<file path="config.mk">
export PLATFORM = sky130hd
export DESIGN_NAME = uart_rx_periph
export DESIGN_NICKNAME = d
export VERILOG_FILES = /design/src/rtl/uart_pkg.sv /design/src/rtl/uart_rx_fifo.sv /design/src/rtl/uart_rx_periph.sv
export SDC_FILE = /design/constraint.sdc
export NUM_CORES = 1
export LEC_CHECK = 0
export CAP_MARGIN = 20
export CORE_MARGIN = 4
export CORE_UTILIZATION = 30
export DETAILED_ROUTE_END_ITERATION = 16
export SYNTH_ARGS = -nofsm -noshare
export SYNTH_HDL_FRONTEND = slang
export SYNTH_SLANG_ARGS = --single-unit
</file>
<file path="constraint.sdc">
create_clock -name sys_clk_i -period 4.1 [get_ports sys_clk_i]
set_input_delay 0.82 -clock sys_clk_i [delete_from_list [all_inputs] [get_ports sys_clk_i]]
set_output_delay 0.82 -clock sys_clk_i [all_outputs]
set_load 0.005 [all_outputs]
</file>
<file path="src/rtl/uart_pkg.sv">
// Shared UART definitions: receive FSM encoding, register addresses and
// STATUS bit positions. Also imported by the transmitter block.
package uart_pkg;

    typedef enum logic [2:0] {
        ST_IDLE   = 3'd0,
        ST_START  = 3'd1,
        ST_DATA   = 3'd2,
        ST_PARITY = 3'd3,
        ST_STOP   = 3'd4
    } rx_state_e;

    localparam logic [3:0] ADDR_DATA   = 4'h0;
    localparam logic [3:0] ADDR_STATUS = 4'h2;
    localparam logic [3:0] ADDR_CLEAR  = 4'h4;

    localparam int ST_BIT_NOT_EMPTY = 0;
    localparam int ST_BIT_FULL      = 1;
    localparam int ST_BIT_FERR      = 2;
    localparam int ST_BIT_OVR       = 3;
    localparam int ST_BIT_PERR      = 4;
    localparam int ST_BIT_BUSY      = 5;

    // Even parity: the parity bit that makes the total number of ones even.
    function automatic logic even_parity(input logic [7:0] b);
        return ^b;
    endfunction

endpackage

</file>
<file path="src/rtl/uart_rx_fifo.sv">
// Receive byte FIFO: power-of-two depth, push/pop/flush, full/empty/count.
// Flush has priority over a simultaneous push or pop. A push on a full FIFO
// is accepted only when a pop frees a slot in the same cycle.
module uart_rx_fifo #(
    parameter  int DEPTH = 16,
    localparam int AW    = $clog2(DEPTH),
    localparam int CW    = AW + 1
) (
    input  logic          clk_i,
    input  logic          rst_ni,
    input  logic          push_i,
    input  logic [7:0]    wdata_i,
    input  logic          pop_i,
    input  logic          flush_i,
    output logic [7:0]    rdata_o,
    output logic          full_o,
    output logic          empty_o,
    output logic [CW-1:0] count_o
);

    logic [7:0]    mem_q [DEPTH];
    logic [AW-1:0] wr_q, rd_q;
    logic [CW-1:0] count_q;
    logic          do_push, do_pop;

    assign full_o  = (count_q == CW'(DEPTH));
    assign empty_o = (count_q == '0);
    assign count_o = count_q;
    assign rdata_o = mem_q[rd_q];

    assign do_push = push_i && (!full_o || pop_i);
    assign do_pop  = pop_i && !empty_o;

    // Pointer and occupancy bookkeeping.
    // NOTE: sequential state uses non-blocking assignments so every register
    // samples pre-edge values regardless of statement order.
    always_ff @(posedge clk_i) begin
        if (!rst_ni) begin
            wr_q    <= '0;
            rd_q    <= '0;
            count_q <= '0;
        end else if (flush_i) begin
            wr_q    <= '0;
            rd_q    <= '0;
            count_q <= '0;
        end else begin
            if (do_push) wr_q <= wr_q + 1'b1;
            if (do_pop)  rd_q <= rd_q + 1'b1;
            count_q <= count_q + CW'(do_push) - CW'(do_pop);
        end
    end

    // Storage array write port.
    // NOTE: the storage array is deliberately not reset; the pointers and
    // count define which entries are valid, so it can map to plain RAM.
    always_ff @(posedge clk_i) begin
        if (do_push) mem_q[wr_q] <= wdata_i;
    end

endmodule

</file>
<file path="src/rtl/uart_rx_periph.sv">
// UART receiver peripheral: 8N1 (or 8E1 with UART_RX_PARITY_EN defined)
// deserialiser, receive FIFO and chip-select register interface.
// Optional feature macro: UART_RX_PARITY_EN (even parity bit after bit 7).
module uart_rx_periph #(
    parameter int CLK_HZ     = 50_000_000,
    parameter int BAUD       = 115200,
    parameter int FIFO_DEPTH = 16
) (
    input  logic        sys_clk_i,
    input  logic        sys_rst_i,
    input  logic        rx_i,
    input  logic        cs_i,
    input  logic        rd_i,
    input  logic        wr_i,
    input  logic [3:0]  addr_i,
    input  logic [15:0] d_in,
    output logic [15:0] d_out,
    output logic        irq_o
);
    import uart_pkg::*;

    localparam int          DIV       = CLK_HZ / BAUD;
    localparam int          HALF      = DIV / 2;
    localparam int          CW        = $clog2(FIFO_DEPTH) + 1;
    localparam logic [15:0] DIV_LAST  = 16'(DIV - 1);
    localparam logic [15:0] HALF_LAST = 16'(HALF - 1);

    logic [1:0]  sync_q;
    logic        rx_s;
    rx_state_e   state_q;
    logic [15:0] timer_q;
    logic [2:0]  bit_q;
    logic [7:0]  shift_q;
    logic        half_done, bit_done, stop_sample;
    logic        push, ferr_evt, perr_evt, ovr_evt;
    logic        rd_en, wr_en, pop, flush, clr;
    logic        ferr_q, ovr_q, perr_q, irq_q;
    logic        ferr_d, ovr_d, perr_d;
    logic [15:0] d_out_q, rd_data_d;
    logic [7:0]  fifo_rdata;
    logic        fifo_full, fifo_empty;
    logic [CW-1:0] fifo_count;
    logic        unused_d_in;

    assign rx_s      = sync_q[1];
    assign half_done = (timer_q == HALF_LAST);
    assign bit_done  = (timer_q == DIV_LAST);

    // Two-flop synchroniser for the asynchronous line; idles high.
    always_ff @(posedge sys_clk_i) begin
        if (!sys_rst_i) sync_q <= 2'b11;
        else            sync_q <= {sync_q[0], rx_i};
    end

`ifdef UART_RX_PARITY_EN
    logic par_bad_q;
`endif

    // Receive FSM with bit timer and LSB-first shift register.
    always_ff @(posedge sys_clk_i) begin
        if (!sys_rst_i) begin
            state_q   <= ST_IDLE;
            timer_q   <= '0;
            bit_q     <= '0;
            shift_q   <= '0;
`ifdef UART_RX_PARITY_EN
            par_bad_q <= 1'b0;
`endif
        end else begin
            case (state_q)
                ST_IDLE: begin
                    timer_q <= '0;
                    bit_q   <= '0;
                    if (!rx_s) state_q <= ST_START;
                end
                ST_START: begin
                    if (half_done) begin
                        timer_q <= '0;
                        state_q <= rx_s ? ST_IDLE : ST_DATA;
                    end else begin
                        timer_q <= timer_q + 16'd1;
                    end
                end
                ST_DATA: begin
                    if (bit_done) begin
                        timer_q <= '0;
                        shift_q <= {rx_s, shift_q[7:1]};
                        bit_q   <= bit_q + 3'd1;
`ifdef UART_RX_PARITY_EN
                        if (bit_q == 3'd7) state_q <= ST_PARITY;
`else
                        if (bit_q == 3'd7) state_q <= ST_STOP;
`endif
                    end else begin
                        timer_q <= timer_q + 16'd1;
                    end
                end
`ifdef UART_RX_PARITY_EN
                ST_PARITY: begin
                    if (bit_done) begin
                        timer_q   <= '0;
                        par_bad_q <= (rx_s != even_parity(shift_q));
                        state_q   <= ST_STOP;
                    end else begin
                        timer_q <= timer_q + 16'd1;
                    end
                end
`endif
                ST_STOP: begin
                    if (bit_done) begin
                        timer_q <= '0;
                        state_q <= ST_IDLE;
                    end else begin
                        timer_q <= timer_q + 16'd1;
                    end
                end
                default: state_q <= ST_IDLE;
            endcase
        end
    end

    // Frame events are decoded from the registered FSM so the push lands on
    // the stop-sample edge and the byte is visible the following cycle.
    assign stop_sample = (state_q == ST_STOP) && bit_done;
    assign ferr_evt    = stop_sample && !rx_s;
`ifdef UART_RX_PARITY_EN
    assign push     = stop_sample && rx_s && !par_bad_q;
    assign perr_evt = (state_q == ST_PARITY) && bit_done && (rx_s != even_parity(shift_q));
`else
    assign push     = stop_sample && rx_s;
    assign perr_evt = 1'b0;
`endif

    // Bus decode.
    assign rd_en   = cs_i && rd_i;
    assign wr_en   = cs_i && wr_i;
    assign pop     = rd_en && (addr_i == ADDR_DATA);
    assign clr     = wr_en && (addr_i == ADDR_CLEAR);
    assign flush   = clr && d_in[0];
    assign ovr_evt = push && fifo_full && !pop;

    assign unused_d_in = ^{d_in[15:5], d_in[1]};

    uart_rx_fifo #(.DEPTH(FIFO_DEPTH)) u_fifo (
        .clk_i   (sys_clk_i),
        .rst_ni  (sys_rst_i),
        .push_i  (push),
        .wdata_i (shift_q),
        .pop_i   (pop),
        .flush_i (flush),
        .rdata_o (fifo_rdata),
        .full_o  (fifo_full),
        .empty_o (fifo_empty),
        .count_o (fifo_count)
    );

    // Sticky error flags: a new event wins over a clear in the same cycle.
    assign ferr_d = ferr_evt || (ferr_q && !(clr && d_in[2]));
    assign ovr_d  = ovr_evt  || (ovr_q  && !(clr && d_in[3]));
    assign perr_d = perr_evt || (perr_q && !(clr && d_in[4]));

    // Read-data mux for the addressed register.
    // NOTE: the default assignment first guarantees no latch on any path.
    always_comb begin
        rd_data_d = '0;
        case (addr_i)
            ADDR_DATA: begin
                if (!fifo_empty) rd_data_d = {8'h00, fifo_rdata};
            end
            ADDR_STATUS: begin
                rd_data_d[ST_BIT_NOT_EMPTY] = !fifo_empty;
                rd_data_d[ST_BIT_FULL]      = fifo_full;
                rd_data_d[ST_BIT_FERR]      = ferr_q;
                rd_data_d[ST_BIT_OVR]       = ovr_q;
                rd_data_d[ST_BIT_PERR]      = perr_q;
                rd_data_d[ST_BIT_BUSY]      = (state_q != ST_IDLE);
                rd_data_d[15:8]             = 8'(fifo_count);
            end
            default: rd_data_d = '0;
        endcase
    end

    // Registered read data, error flags and interrupt.
    always_ff @(posedge sys_clk_i) begin
        if (!sys_rst_i) begin
            d_out_q <= '0;
            ferr_q  <= 1'b0;
            ovr_q   <= 1'b0;
            perr_q  <= 1'b0;
            irq_q   <= 1'b0;
        end else begin
            if (rd_en) d_out_q <= rd_data_d;
            ferr_q <= ferr_d;
            ovr_q  <= ovr_d;
            perr_q <= perr_d;
            irq_q  <= !fifo_empty || ferr_q || ovr_q || perr_q;
        end
    end

    assign d_out = d_out_q;
    assign irq_o = irq_q;

endmodule
</file>
==> flow_summary.toml, run 1 <==
[placement]
placedInstanceArea_mm2 = 0.008748
pre_cts_ws_ns = 0.4152
hpwlAfterDp_um = 11140
portBuffers = 27
gp_congestion = 0.7550

[setup_path]
critPathMaxStageDelay_ns = 0.64
path_cells = "clkdlybuf4s50_1 -> or4_1 -> o211ai_1 -> nand2_1 -> nor2_1 -> buf_4 -> and3_1"
path_max_fanout = 16
cp.arrival_ns = 3.31
cp-end-kind = "flop"
cp.required_ns = 4.18
start_kind = "input pin"
critPathKind = "input pin to flop"
crit_path_top_delay_cell = "or4_1"

[cells_and_area]
final_core_util_pct = 35.60
fin_nets = 647
seq_area_mm2 = 0.005166
area_delta_synth_final_pct = 15.79
drive_above_1_share_pct = 15.07
diodes = 0
stdcell_area_mm2 = 0.009356
multiInputGateArea_mm2 = 0.002720
fillers = 2526

[yosys]
synthArstFlopShare_pct = 0
synth_top_cell_area_share_pct = 47.57
synth_commonest_cells = "edfxtp_1, dfxtp_1, nand2_1, nor2_1, mux4_2"
synth.most_common_cell = "edfxtp_1"
yosys-top-cells-area = "edfxtp_1, dfxtp_1, mux4_2"
ys_warn_count = 0
yosys_most_used_dff = "edfxtp_1"
ys_seq_area_share_pct = 63.92
synth_area_per_cell_um2 = 14.18
synth_edf_count = 128
ys_ff_latch = 194
syn-cell-area_mm2 = 0.008080
synthCells = 570
post-synth-top-area-cell = "edfxtp_1"
ys_types = 63

[floorplan]
initial_utilization_pct = 30.75
num_rows = 59
die_x_um = 172.1
dieArea_mm2 = 0.02962
die_h_um = 172.1
coreArea_mm2 = 0.02628
io-pin-count = 43

[route]
drt-pass1-iter-count = 4
wl_per_cell_um = 17.03
viasPerCell = 4.756
first_iter_violations = 343
drt_wl_total_um = 16210
drc_errors = 0
ant_nets = 0
vias = 4528

[clock_tree]
path_clk_slew_ns = 0.07
ctsResizeCount = 0
tritoncts = "done"
ctsHtreeMaxLevel = 4
cts_sinks = 194
holdBufCountCts = 0
cts_setup_buffers = 0
cts_root_buf = "clkbuf_16"
clockBufferDepth = 2
worstSkewPairLatency_ns = 0.44
cts_buffers = 17

[sta]
setup_slack_ns = 0.8659
post-route-min-period_ns = 3.234
timing.fmax_mhz = 309.2
relSlewSlack_pct = 36.55
hold_viol = 0
drv_slew = 0
grt_setup_unrepaired = "no"
worst_pin_slew_ns = 0.9492
finalSetupViolCount = 0
fin_setup_tns_ns = 0
period_share_pct = 78.88
finClkSkew_ns = 0.01798

[power]
leakage_nw = 3.045
ir_worst_vdd_v = 0.0002166
p_total_mw = 3.808
p_per_area_mw_per_mm2 = 407.0

[global_route]
grtUsageMet2_pct = 17.84
met3_usage_pct = 2.743
use_met1_pct = 16.35
grt_pass1_vias = 4532
busiest_layer = "met2"
antenna_found_initial = 0
grt_max_degree = 29
track_usage_pct = 11.56
overflow = 0
grt_pass1_wl_um = 25940

[status]
status = "finished, final reports clean"

[job]
maxCapViolCount = 0

[min_path]
hold_class = "flop to flop"
## kinds of logic (layout without fill, tap and decap cells)
group	after synthesis	count (layout)	share of synthesized area (%)
XOR/XNOR	20	20	2.168
other	1	3	0.04641
buffers and inverters	44	89	2.586
AO/OA/AOI/OAI	69	69	6.085
adder cells (fa/ha/maj)	18	18	2.849
flip-flops	194	194	63.92
multiplexers	42	42	10.16
AND/OR/NAND/NOR	182	182	12.19
## state kept, by name, summed over array words and instances (netlist names), named ones only
name	count
shift_q	8
ovr_q	1
bit_q	3
state_q	3
u_fifo.wr_q	4
perr_q	1
ferr_q	1
u_fifo.rd_q	4
timer_q	16
u_fifo.mem_q	128
irq_o	1
d_out	13
u_fifo.count_o	5
sync_q	2
## routing by layer
layer | share of wire (%) | vias to the layer above | routed length [um]
li1 | - | 2210 | -
met1 | 47 | 2219 | 7653
met4 | 1.1 | 0 | 182
met5 | 0 | - | 0
met3 | 4.5 | 11 | 723
met2 | 47 | 88 | 7651
## worst paths after layout
| kind | startpoint | endpoint | slack (ns) | cells past startpoint |
|---|---|---|---|---|
| setup / recovery | addr_i[0] | u_fifo.mem_q[0][7] | 0.87 | 7 |
| hold / removal | sync_q[0] | sync_q[1] | 0.41 | 1 |
| setup reg to reg | timer_q[0] | u_fifo.mem_q[0][7] | 1.24 | 7 |
| hold reg to reg | sync_q[0] | sync_q[1] | 0.41 | 1 |
## power by group
part	internal (mW)	switching [mW]	leakage, nW
sequential	2.06	0.00424	1.72
clock	0.881	0.804	0.291
combinational	0.0272	0.0321	1.04
## stage by stage
step / hold WS, ns / cells
detailed placement: 0.3958 / 920
CTS: 0.4122 / 952
global placement: 0.3972 / 920
global route: 0.4300 / 952
floorplan: 0.3863 / 572
finish: 0.4109 / 952
## final cells by class
cell class                 count  share of cell area (%)
clock buffer                  17                   4.547
clock inverter                15                   1.952
inverter                      14                  0.5616
multi-input combinational    334                   29.07
sequential                   194                   55.22
tap                          335                   4.480
timing repair buffer          43                   4.172
## placed cells by master (no fill, tap or decap), types with 3 or more instances in the layout
cell type        count
a211oi_1             9
a21boi_0            18
a21oi_1             14
a22o_1               6
and2_1               5
and3_1              17
buf_4               16
clkbuf_16           17
clkdlybuf4s50_1     27
conb_1               3
dfxtp_1             65
edfxtp_1           128
ha_1                16
inv_1               14
inv_6                4
inv_8                4
mux2i_1             10
mux4_2              32
nand2_1             49
nand2b_1             4
nand3_1             22
nand4_1              5
nor2_1              34
nor2b_1             11
nor3_1               7
o21a_1               4
o21ai_0              4
or4_1                3
or4_4                3
xnor2_1              8
xor2_1              12
## critical path, delay by kind of cell
family	cells	cell delay (ns)
buffers and inverters	2	0.67
and+or+nand+nor	4	1.52
AOI/OAI and AO/OA	1	0.31
(Power assumes the default switching activity.)
==> run 2, diff against run 1 <==
Clock period 4.1 ns to 3.4 ns, I/O delays scaled along.
==> flow_summary.toml, run 2 (synthesized netlist as in run 1, its figures left out) <==
[job]
maxCapViolCount = 0

[global_route]
track_usage_pct = 11.79
grt_pass1_wl_um = 26580
antenna_found_initial = 0
grt_max_degree = 22
grt_pass1_vias = 4563
overflow = 0

[floorplan]
io-pin-count = 43
coreArea_mm2 = 0.02628
num_rows = 59
die_x_um = 172.1
die_h_um = 172.1
initial_utilization_pct = 30.75
dieArea_mm2 = 0.02962

[sta]
holdWs_ns = 0.4442
finalSetupViolCount = 0
timing.fmax_mhz = 330.4
drv_slew = 0
finClkSkew_ns = 0.01681
fin_setup_tns_ns = 0
relSlewSlack_pct = 51.57
period_share_pct = 89.03
grt_setup_unrepaired = "no"
worst_pin_slew_ns = 0.7254
hold_viol = 0
post-route-min-period_ns = 3.027

[power]
intPower_mw = 3.513
clkPwrFrac_pct = 43.7
leakage_nw = 3.192
p_total_mw = 4.558
ir_worst_vdd_v = 0.0002933
p_switching_mw = 1.045
p_per_area_mw_per_mm2 = 469.8
sw_frac_of_total_pct = 22.93
pwr-share-comb_pct = 1.7
seqPwrFrac_pct = 54.6

[setup_path]
critPathMaxStageDelay_ns = 0.63
cp.arrival_ns = 3.32
cp_common_cell = "nor2_1"
reg2reg_slack_ns = 0.59
critPathKind = "input pin to flop"
cp.required_ns = 3.69
path_max_fanout = 3
path_cells = "clkdlybuf4s50_1 -> or4_1 -> nor3_2 -> ha_1 -> inv_1 -> ha_1 -> fa_1 -> a21oi_1 -> nor2_1 -> nor2_1 -> xnor2_1 -> nor2_1"
start_kind = "input pin"
crit_path_top_delay_cell = "or4_1"
r2r_cells = 11
cp-end-kind = "flop"

[status]
status = "finished, final reports clean"

[route]
drt-pass1-iter-count = 4
wl_per_cell_um = 17.36
drt_wl_total_um = 16900
vias = 4671
drc_errors = 0
viasPerCell = 4.801
first_iter_violations = 438
ant_nets = 0

[cells_and_area]
multiInputGateArea_mm2 = 0.002720
drive_above_1_share_pct = 17.87
seq_area_mm2 = 0.005166
diodes = 0
layout.cells.non_filler = 973
layout_commonest_cell = "edfxtp_1"
fin_nets = 668
area_delta_synth_final_pct = 20.07
regMostFlops = "u_fifo.mem_q"
largest_reg_flops = 128
fillers = 2486
layout_common_cells = "edfxtp_1, dfxtp_1, nand2_1"
stdcell_area_mm2 = 0.009702

[clock_tree]
cts_setup_buffers = 0
worstSkewPairLatency_ns = 0.44
holdBufCountCts = 0
ctsHtreeMaxLevel = 4
clockBufferDepth = 2
cts_buffers = 17
tritoncts = "done"
cts_sinks = 194
path_clk_slew_ns = 0.07
cts_root_buf = "clkbuf_16"
ctsResizeCount = 0

[placement]
hpwlAfterDp_um = 11540
placedInstanceArea_mm2 = 0.009094
gp_congestion = 0.7526
dpl.cell_count = 941
portBuffers = 27

[min_path]
hold_class = "flop to flop"
whs_path_depth = 1
==> run 2: cell count changes in the layout (fill, tap and decap cells not counted), sizes merged <==
cell	change
buf	+21
clkinv	+5
inv	-4
bufinv	-1
==> run 2: path summary, 6_finish.rpt <==
path,startpoint,to
max reg2reg,timer_q[11],u_fifo.count_o[4]
min,sync_q[0],sync_q[1]
max,addr_i[1],u_fifo.count_o[4]
min reg2reg,sync_q[0],sync_q[1]
==> run 2: critical path: cells and delay by family <==
family	cells	cell delay, ns
AO/OA/AOI/OAI	1	0.16
XOR/XNOR	1	0.12
adder cells (fa/ha/maj)	3	0.77
AND/OR/NAND/NOR	5	1.12
buffers and inverters	2	0.47
==> run 2: layer usage <==
layer  wire [um]  share of wire (%)  vias to the layer above  global-route usage [%]
li1            -                  -                     2255                       -
met1        7792                 46                     2325                   16.69
met2        8209                 49                       81                   18.47
met3         785                4.6                       10                   3.041
met4         109               0.65                        0                   2.461
met5           0                  0                        -                       0
==> run 2: area by class of cell <==
class,count,share of cell area (%)
Clock buffer,17,4.385
Clock inverter,15,1.883
Timing Repair Buffer,64,7.583
Tap cell,335,4.320
Inverter,14,0.5417
Multi-Input combinational cell,334,28.04
Sequential cell,194,53.25
==> run 2: power groups by stage <==
| stage | Combinational (mW) | Sequential, mW | Clock, mW |
|---|---|---|---|
| 6_report | 0.0761 | 2.49 | 1.99 |
| 5_1_grt | 0.0833 | 2.49 | 2.14 |
| 4_1_cts | 0.0766 | 2.49 | 2.03 |
| 3_5_place_dp | 0.0762 | 2.54 | 0 |
| 3_3_place_gp | 0.0758 | 2.54 | 0 |
| 2_1_floorplan | 0.0412 | 2.54 | 0 |
==> run 2: per-stage QoR <==
stage	utilization (%)	worst slack, ns
4_1_cts	36.92	0.4328
3_3_place_gp	34.60	0.008499
6_report	36.92	0.3729
2_1_floorplan	-	0.4054
3_5_place_dp	34.60	-0.01914
5_1_grt	36.92	0.2388
